===== src/rtl/nn_ops_pkg.sv =====
// Shared constants, stage payload type and saturation helper for the NN non-linear ops datapath.
package nn_ops_pkg;

    localparam int DEF_IN_WIDTH    = 32;
    localparam int DEF_MULT_WIDTH  = 32;
    localparam int DEF_SHIFT_WIDTH = 6;
    localparam int DEF_OUT_WIDTH   = 8;
    localparam int DEF_PW          = DEF_IN_WIDTH + DEF_MULT_WIDTH + 1;

    typedef struct packed {
        logic [DEF_PW-1:0]        q;
        logic [DEF_OUT_WIDTH-1:0] zp;
    } requant_s2_t;

    // Returns {sat, clipped}: value clamped to a signed range of the given width.
    function automatic logic [DEF_OUT_WIDTH:0] sat_clip(input logic signed [DEF_PW:0] value,
                                                        input int width);
        logic signed [DEF_PW:0] maxV;
        logic signed [DEF_PW:0] minV;
        maxV = ({{DEF_PW{1'b0}}, 1'b1} << (width - 1)) - 1'b1;
        minV = ~maxV;
        if (value > maxV) begin
            sat_clip = {1'b1, maxV[DEF_OUT_WIDTH-1:0]};
        end else if (value < minV) begin
            sat_clip = {1'b1, minV[DEF_OUT_WIDTH-1:0]};
        end else begin
            sat_clip = {1'b0, value[DEF_OUT_WIDTH-1:0]};
        end
    endfunction

endpackage


===== src/rtl/varshift.sv =====
// Combinational variable shifter: lr_i=1 arithmetic right shift, lr_i=0 logical left shift.
module varshift #(
    parameter int WIDTH = 32
) (
    input  logic             lr_i,
    input  logic [WIDTH-1:0] i1_i,
    input  logic [WIDTH-1:0] i2_i,
    output logic [WIDTH-1:0] res_o
);

    logic signed [WIDTH-1:0] arithRight;

    assign arithRight = $signed(i1_i) >>> i2_i;
    assign res_o      = lr_i ? arithRight : (i1_i << i2_i);

endmodule


===== src/rtl/requant.sv =====
// Three-stage requantizer: multiply, round-half-up shift, add zero-point and saturate.
module requant
    import nn_ops_pkg::*;
#(
    parameter int IN_WIDTH    = DEF_IN_WIDTH,
    parameter int MULT_WIDTH  = DEF_MULT_WIDTH,
    parameter int SHIFT_WIDTH = DEF_SHIFT_WIDTH,
    parameter int OUT_WIDTH   = DEF_OUT_WIDTH,
    parameter int CNT_WIDTH   = 16
) (
    input  logic                   clk,
    input  logic                   rst_n,
    input  logic                   requant_in_valid,
    output logic                   requant_in_ready,
    input  logic [IN_WIDTH-1:0]    requant_acc_i,
    input  logic [MULT_WIDTH-1:0]  requant_mult_i,
    input  logic [SHIFT_WIDTH-1:0] requant_shift_i,
    input  logic [OUT_WIDTH-1:0]   requant_zp_i,
    output logic                   requant_out_valid,
    input  logic                   requant_out_ready,
    output logic [OUT_WIDTH-1:0]   requant_o,
    output logic                   requant_sat_o,
    input  logic                   requant_clr,
    output logic [CNT_WIDTH-1:0]   requant_sat_cnt
);

    localparam int PW = IN_WIDTH + MULT_WIDTH + 1;

    logic ready1, ready2, ready3;
    logic s1Valid_q, s2Valid_q, s3Valid_q;

    logic signed [PW-1:0]    s1Prod_d, s1Prod_q;
    logic [SHIFT_WIDTH-1:0]  s1Shift_q;
    logic [OUT_WIDTH-1:0]    s1Zp_q;

    logic [PW-1:0]           s2Bias, s2Sum, s2Shifted;
    requant_s2_t             s2Data_d, s2Data_q;

    logic signed [PW:0]      s3Sum;
    logic [OUT_WIDTH:0]      s3Clip_d;
    logic [OUT_WIDTH-1:0]    s3Out_q;
    logic                    s3Sat_q;

    logic [CNT_WIDTH-1:0]    satCnt_d, satCnt_q;

    // A stage can take a new beat if it is empty or its contents move on this cycle.
    assign ready3 = !s3Valid_q || requant_out_ready;
    assign ready2 = !s2Valid_q || ready3;
    assign ready1 = !s1Valid_q || ready2;

    assign s1Prod_d = PW'($signed(requant_acc_i)) * PW'($signed(requant_mult_i));

    assign s2Bias = (s1Shift_q == '0) ? '0 : (PW'(1) << (s1Shift_q - 1'b1));
    assign s2Sum  = s1Prod_q + s2Bias;

    varshift #(
        .WIDTH (PW)
    ) u_varshift (
        .lr_i  (1'b1),
        .i1_i  (s2Sum),
        .i2_i  (PW'(s1Shift_q)),
        .res_o (s2Shifted)
    );

    assign s2Data_d.q  = s2Shifted;
    assign s2Data_d.zp = s1Zp_q;

    assign s3Sum    = {s2Data_q.q[PW-1], s2Data_q.q}
                    + {{(PW + 1 - OUT_WIDTH){s2Data_q.zp[OUT_WIDTH-1]}}, s2Data_q.zp};
    assign s3Clip_d = sat_clip(s3Sum, OUT_WIDTH);

    always_ff @(posedge clk) begin
        if (!rst_n) begin
            s1Valid_q <= 1'b0;
            s2Valid_q <= 1'b0;
            s3Valid_q <= 1'b0;
            s1Prod_q  <= '0;
            s1Shift_q <= '0;
            s1Zp_q    <= '0;
            s2Data_q  <= '0;
            s3Out_q   <= '0;
            s3Sat_q   <= 1'b0;
        end else begin
            if (ready1) begin
                s1Valid_q <= requant_in_valid;
                if (requant_in_valid) begin
                    s1Prod_q  <= s1Prod_d;
                    s1Shift_q <= requant_shift_i;
                    s1Zp_q    <= requant_zp_i;
                end
            end
            if (ready2) begin
                s2Valid_q <= s1Valid_q;
                if (s1Valid_q) begin
                    s2Data_q <= s2Data_d;
                end
            end
            if (ready3) begin
                s3Valid_q <= s2Valid_q;
                if (s2Valid_q) begin
                    s3Out_q <= s3Clip_d[OUT_WIDTH-1:0];
                    s3Sat_q <= s3Clip_d[OUT_WIDTH];
                end
            end
        end
    end

    // Clear wins over a same-cycle clipped delivery; the count saturates instead of wrapping.
    always_comb begin
        satCnt_d = satCnt_q;
        if (requant_clr) begin
            satCnt_d = '0;
        end else if (s3Valid_q && requant_out_ready && s3Sat_q && (satCnt_q != '1)) begin
            satCnt_d = satCnt_q + 1'b1;
        end
    end

    always_ff @(posedge clk) begin
        if (!rst_n) begin
            satCnt_q <= '0;
        end else begin
            satCnt_q <= satCnt_d;
        end
    end

    assign requant_in_ready  = ready1;
    assign requant_out_valid = s3Valid_q;
    assign requant_o         = s3Out_q;
    assign requant_sat_o     = s3Sat_q;
    assign requant_sat_cnt   = satCnt_q;

endmodule


===== config.mk =====
export PLATFORM = sky130hd
export DESIGN_NAME = requant
export DESIGN_NICKNAME = d
export VERILOG_FILES = /design/src/rtl/nn_ops_pkg.sv /design/src/rtl/varshift.sv /design/src/rtl/requant.sv
export SDC_FILE = /design/constraint.sdc
export NUM_CORES = 2
export LEC_CHECK = 0
export CORE_MARGIN = 5
export CORE_UTILIZATION = 45
export CTS_BUF_LIST = sky130_fd_sc_hd__clkbuf_16
export CTS_CLUSTER_SIZE = 12
export DETAILED_ROUTE_END_ITERATION = 7
export HOLD_SLACK_MARGIN = 0.12
export PLACE_DENSITY = 0.7
export SLEW_MARGIN = 40
export SYNTH_ARGS = -nofsm -noshare
export SYNTH_HDL_FRONTEND = slang
export SYNTH_SLANG_ARGS = --single-unit
export TNS_END_PERCENT = 10

===== constraint.sdc =====
create_clock -name clk -period 11.4 [get_ports clk]
set_input_delay 2.28 -clock clk [delete_from_list [all_inputs] [get_ports clk]]
set_output_delay 2.28 -clock clk [all_outputs]
set_load 0.01 [all_outputs]

; ---- Word-level counts from Yosys, hierarchy flattened
; Cells that the tools add are included.
; W data, S select, Z words.
[word_totals]
latchBits = 0
wordCells = 39
in_bits = 83
rom_bits = 0
output_inout_bits = 27
mem_count = 0
register_bits = 180
ramBits = 0
[classes]
n_mux = 3
eq_ne = 1
magnitude_cmp = 2
shifts = 2
n_bitwise = 1
div_mod_pow = 0
n_addsub = 4
reduce_logical = 14
n_mul = 1
[ops]
columns = op, count
row1 = $add A65 B8 Y66, 1
row2 = $gt A66 B8 Y1 const B, 1
row3 = $lt A66 B8 Y1 const B, 1
row4 = $add A65 B65 Y65, 1
row5 = $mux W65, 1
row6 = $shl A1 B6 Y65 const A, 1
row7 = $sshr A65 B6 Y65, 1
row8 = $mul A32 B32 Y64, 1
row9 = $mux W9, 2
row10 = $add A16 B1 Y16 const B, 1
row11 = $ne A16 B16 Y1 const B, 1
row12 = $logic_not A6 Y1, 1
row13 = $reduce_and A2 Y1, 3
row14 = $sub A6 B1 Y6 const B, 1
row15 = $logic_and A1 B1 Y1, 3
row16 = $logic_not A1 Y1, 3
row17 = $logic_or A1 B1 Y1, 3
row18 = $reduce_or A2 Y1, 1
row19 = $not A1 Y1, 1

; ---- Logic depth before layout (Yosys ltp)
[depth]
word_depth = 5
ltp_mapped = 30
ltp_nobuf = 28

; ---- By module
; A second synthesis with hierarchy kept.
[hier_totals]
hier_cells = 7405
hier_area_um2 = 61775.5
[by_module_without_submodules]
columns = module, instances, seq_area_each_um2, area_each_um2, cells_per_inst
row1 = requant, 1, 3583.4, 51220.4, 5990
row2 = varshift, 1, 0.0, 10555.1, 1415

; ---- Worst setup path after synthesis
; No wires, ideal clock.
[synth_path]
kind = input-to-reg
from = input port requant_acc_i[31]
to = register s1Prod_q[63]
path_stages = 29
path_slack_ns = 1.423
t_required_ns = 11.267
setup_time_ns = 0.133
arrival_ns = 9.845
path_cell_list = clkbuf_1 -> nand2_1 -> inv_1 -> fa_1 -> fa_1 -> fa_1 -> inv_1 -> fa_1 -> inv_1 -> fa_1 -> inv_1 -> fa_1 -> inv_1 -> fa_1 -> fa_1 -> ha_1 -> clkbuf_1 -> a21o_1 -> a21oi_1 -> o21bai_1 -> a21o_1 -> a21o_1 -> a221o_1 -> a21o_1 -> a221o_1 -> a41o_1 -> a211oi_1 -> xnor2_1 -> a21oi_1
[synth_between]
elab_chain_cells = 1
[synth_rtl]
columns = element, line
row1 = "start, declared", requant.sv:15  ; input logic [IN_WIDTH-1:0] requant_acc_i,
row2 = $mul A32 B32 Y64, requant.sv:51  ; assign s1Prod_d = PW'($signed(requant_acc_i)) * PW'($signed(requant_mult_i));
row3 = "end signal, assigned", requant.sv:87  ; s1Prod_q <= s1Prod_d;
row4 = "end, declared", requant.sv:32  ; logic signed [PW-1:0] s1Prod_d, s1Prod_q;
; No other way between the ends.
; A chain may end at the register's enable or synchronous reset.

; ---- Final worst setup path
[layout_path]
from = input port requant_acc_i[31]
to = register s1Prod_q[62]
; Same word-level chain as after synthesis.

==> metrics.txt <==
# TYPE chip_impl_metric gauge
chip_impl_info{name="result_of_the_run",value="finished, violations left"} 1
chip_impl_info{name="failed_checks",value="DRC"} 1
chip_impl_metric{name="cts_made_buffers",unit=""} 17
chip_impl_info{name="path_class",value="input port to flip-flop"} 1
chip_impl_metric{name="detail-route-antenna-nets",unit=""} 0
chip_impl_metric{name="synth_compound_gate_area_share",unit="%"} 15.7
chip_impl_metric{name="numClockSinks",unit=""} 179
chip_impl_metric{name="critical_path_peak_fanout",unit=""} 13
chip_impl_metric{name="drcViolationCount",unit=""} 2
chip_impl_metric{name="synthesized_area_fraction_occupied_by_and_or_nand_nor_cells",unit="%"} 20.2
chip_impl_metric{name="worst_path_largest_cell_delay",unit="ns"} 0.80
chip_impl_metric{name="grt_pass1_vias",unit=""} 53900
chip_impl_metric{name="route.final.wire_length",unit="mm"} 189
chip_impl_metric{name="route.detailed.vias_per_inst",unit=""} 5.91
chip_impl_info{name="synth_largest_area_cell",value="fa_1"} 1
chip_impl_info{name="post_synth_main_area_contributors",value="fa_1 37%, ha_1 6.7%, inv_1 6.5%"} 1
chip_impl_metric{name="setup.reg_to_reg.worst_slack",unit="ns"} 2.95
chip_impl_info{name="cts_root_buf",value="clkbuf_16"} 1
chip_impl_metric{name="die_x",unit="um"} 372
chip_impl_metric{name="globalRouteTotalUtil",unit="%"} 27.5
chip_impl_info{name="synth_ff_type",value="dfxtp_1"} 1
chip_impl_info{name="tritoncts",value="done"} 1
chip_impl_info{name="critical_path.top_delay_family",value="adder cells"} 1
chip_impl_metric{name="n_fill_cell",unit=""} 12500
chip_impl_metric{name="cp.required",unit="ns"} 11.83
chip_impl_metric{name="mappedNetlistArea",unit="sq um"} 59000
chip_impl_metric{name="core_area",unit="sq um"} 130000
chip_impl_metric{name="setup_tns",unit="ns"} 0
chip_impl_metric{name="clk_latency",unit="ns"} 0.51
chip_impl_metric{name="synth_enable_flop_cells",unit=""} 0
chip_impl_metric{name="detailed_place_hpwl",unit="mm"} 156
chip_impl_metric{name="die_y",unit="um"} 372
chip_impl_metric{name="post_synth_mux_area_share",unit="%"} 2.64
chip_impl_metric{name="synth_seq_cells",unit=""} 179
chip_impl_metric{name="cp.buffers_inverters",unit=""} 6
chip_impl_metric{name="fraction_of_layout_cells_with_a_size_suffix_above_1",unit="%"} 5.74
chip_impl_metric{name="postSynthNetCount",unit=""} 8601
chip_impl_info{name="slowest_stage",value="fa_1"} 1
chip_impl_metric{name="fraction_of_the_cycle_the_final_worst_path_needs",unit="%"} 92.1
chip_impl_metric{name="wl_per_cell",unit="um"} 21.6
chip_impl_metric{name="drt_iter0_drc",unit=""} 4840
chip_impl_metric{name="worst_slew_pin_slew",unit="ns"} 0.938
chip_impl_metric{name="detailroute.via_count",unit=""} 51700
chip_impl_info{name="startpoint_class",value="input port"} 1
chip_impl_info{name="worst_path_most_repeated_cell",value="fa_1"} 1
chip_impl_metric{name="dr.pass1.iters",unit=""} 8
chip_impl_metric{name="fin_crit",unit="ns"} 10.50
chip_impl_metric{name="global_route_wire_length_before_repair",unit="mm"} 303
chip_impl_metric{name="yosysWarningCount",unit=""} 0
chip_impl_metric{name="port-buffer-count",unit=""} 109
chip_impl_metric{name="synth_xor_area_share",unit="%"} 2.44
chip_impl_metric{name="ctsHtreeMaxLevel",unit=""} 4
chip_impl_info{name="nature_of_the_critical_path_endpoint",value="flip-flop"} 1
chip_impl_metric{name="design.final.nets",unit=""} 8475
chip_impl_metric{name="clock_path_buffers",unit=""} 2
chip_impl_metric{name="final_hold_viols",unit=""} 0
chip_impl_metric{name="post_synth_inst_count",unit=""} 7118
chip_impl_metric{name="synthToLayoutAreaGrowth",unit="%"} 6.18
chip_impl_metric{name="die_area",unit="sq um"} 138000
chip_impl_info{name="hold_path.class",value="flip-flop to flip-flop"} 1
chip_impl_metric{name="place_congestion",unit=""} 0.991
chip_impl_metric{name="signal_arrival_time_at_the_worst_endpoint",unit="ns"} 10.92
chip_impl_metric{name="timing.final.max_slew_violations",unit=""} 0
chip_impl_metric{name="achievable-frequency",unit="MHz"} 95.3
chip_impl_metric{name="synth_cell_type_count",unit=""} 122
chip_impl_metric{name="synthArstFlopShare",unit="%"} 0
chip_impl_metric{name="num_io_pins",unit=""} 110
chip_impl_metric{name="post-cts-setup-buffer-count",unit=""} 0
chip_impl_metric{name="grt_overflow",unit=""} 0
chip_impl_metric{name="fp-row-count",unit=""} 132
chip_impl_info{name="post_synth_most_frequent_cells",value="1084 x fa_1, 1025 x inv_1, 960 x nand2_1"} 1
chip_impl_metric{name="timing.final.setup_violations",unit=""} 0
chip_impl_metric{name="final.hold.worst_slack",unit="ns"} 0.460
chip_impl_metric{name="grt_antenna_before_repair",unit=""} 3
chip_impl_metric{name="synthDominantCellAreaShare",unit="%"} 36.8
chip_impl_metric{name="post_synthesis_area_per_instance",unit="sq um"} 8.28
chip_impl_metric{name="initial_core_util",unit="%"} 45.4
chip_impl_metric{name="grt_max_degree",unit=""} 68
chip_impl_metric{name="clock_skew",unit="ns"} 0.0200
chip_impl_metric{name="max_slew_margin",unit="%"} 37.5
chip_impl_info{name="synth_top_family_by_area",value="adder cells"} 1
chip_impl_metric{name="yosysSeqAreaShare",unit="%"} 6.08
chip_impl_info{name="rsz0062_at_grt",value="no"} 1
chip_impl_metric{name="path_clk_slew",unit="ns"} 0.07
chip_impl_metric{name="maxCapViolations",unit=""} 0
chip_impl_info{name="cell_with_the_most_instances_after_synthesis",value="fa_1"} 1
chip_impl_metric{name="cts-resized-gates",unit=""} 0
chip_impl_metric{name="post_synth_fa_ha_maj_area_fraction",unit="%"} 43.5
chip_impl_metric{name="cts_hold_buf",unit=""} 0
==> stage by stage <==
stage          instance area, sq um  setup WS [ns]  cells  utilization, %
5_1_grt                       62600          0.494   8749            48.2
2_1_floorplan                 59000           1.42   7118               -
3_5_place_dp                  62000          0.475   8714            47.8
6_report                      62600          0.905   8749            48.2
4_1_cts                       62600          0.997   8746            48.2
3_3_place_gp                  62000          0.345   8713            47.7
==> tightest hold or removal path, delay by kind of cell (launching register included) <==
| family | cells | cell delay [ns] |
|---|---|---|
| DFF | 1 | 0.31 |
| AOI/OAI and AO/OA | 1 | 0.05 |
| and+or+nand+nor | 1 | 0.05 |
==> sequential cells by signal (all words and copies together), names as in the netlist <==
signal / count
s2Data_q: 73
s1Prod_q: 64
requant_sat_cnt: 16
requant_o: 8
s1Zp_q: 8
s1Shift_q: 6
requant_out_valid: 1
requant_sat_o: 1
s1Valid_q: 1
s2Valid_q: 1
==> metal layers <==
| layer | part of all wire [%] | track usage, % | up-vias |
|---|---|---|---|
| met1 | 42 | 36.6 | 25800 |
| met2 | 47 | 45.6 | 2271 |
| met4 | 4.0 | 9.56 | 0 |
| met3 | 7.7 | 4.57 | 451 |
| li1 | - | - | 23100 |
| met5 | 0 | 0 | - |
==> path summary, 6_finish.rpt <==
kind,depth (start not counted),startpoint,to
worst min-delay path,2,s2Data_q[68]$_SDFFE_PN0P_,s2Data_q[68]$_SDFFE_PN0P_
worst min register to register,2,s2Data_q[68]$_SDFFE_PN0P_,s2Data_q[68]$_SDFFE_PN0P_
worst max-delay path,28,requant_acc_i[31],s1Prod_q[62]$_SDFFE_PN0P_
worst max register to register,19,s1Shift_q[1]$_SDFFE_PN0P_,s2Data_q[44]$_SDFFE_PN0P_
==> kinds of logic (layout without fill, tap and decap cells) <==
family / after synthesis / count (layout)
other cells: 0 / 2
buf+inv: 1462 / 1349
flops: 179 / 179
fa+ha+maj: 1400 / 1400
mux: 121 / 121
simple gates: 2441 / 2441
xor+xnor: 164 / 164
compound gates: 1351 / 1351
==> cell usage in the layout, fill, tap and decap left out, drive strengths merged, types with 87 or more instances in the layout <==
cell and count:
a21o 100, dfxtp 179, nand4 106, o21ai 256, nor2 354, nand2 962, nand3 110, xnor2 87
inv 1039, ha 316, and2 540, buf 177, a21oi 380, nor3 111, clkdlybuf4s50 107, fa 1084
==> cell type report <==
class | count | area (sq um) | area share, %
Sequential cell | 179 | 3590 | 5.74
Clock buffer | 17 | 425 | 0.679
Clock inverter | 15 | 123 | 0.196
Tap cell | 1742 | 2180 | 3.48
Timing Repair Buffer | 285 | 2510 | 4.01
Antenna cell | 2 | 5.00 | 0.00799
Inverter | 1032 | 3870 | 6.19
Multi-Input combinational cell | 5477 | 49900 | 79.7
Power is left out: the tool's default activity adds up to more than one toggle a clock period on the data nets, which glitch-free logic cannot reach.
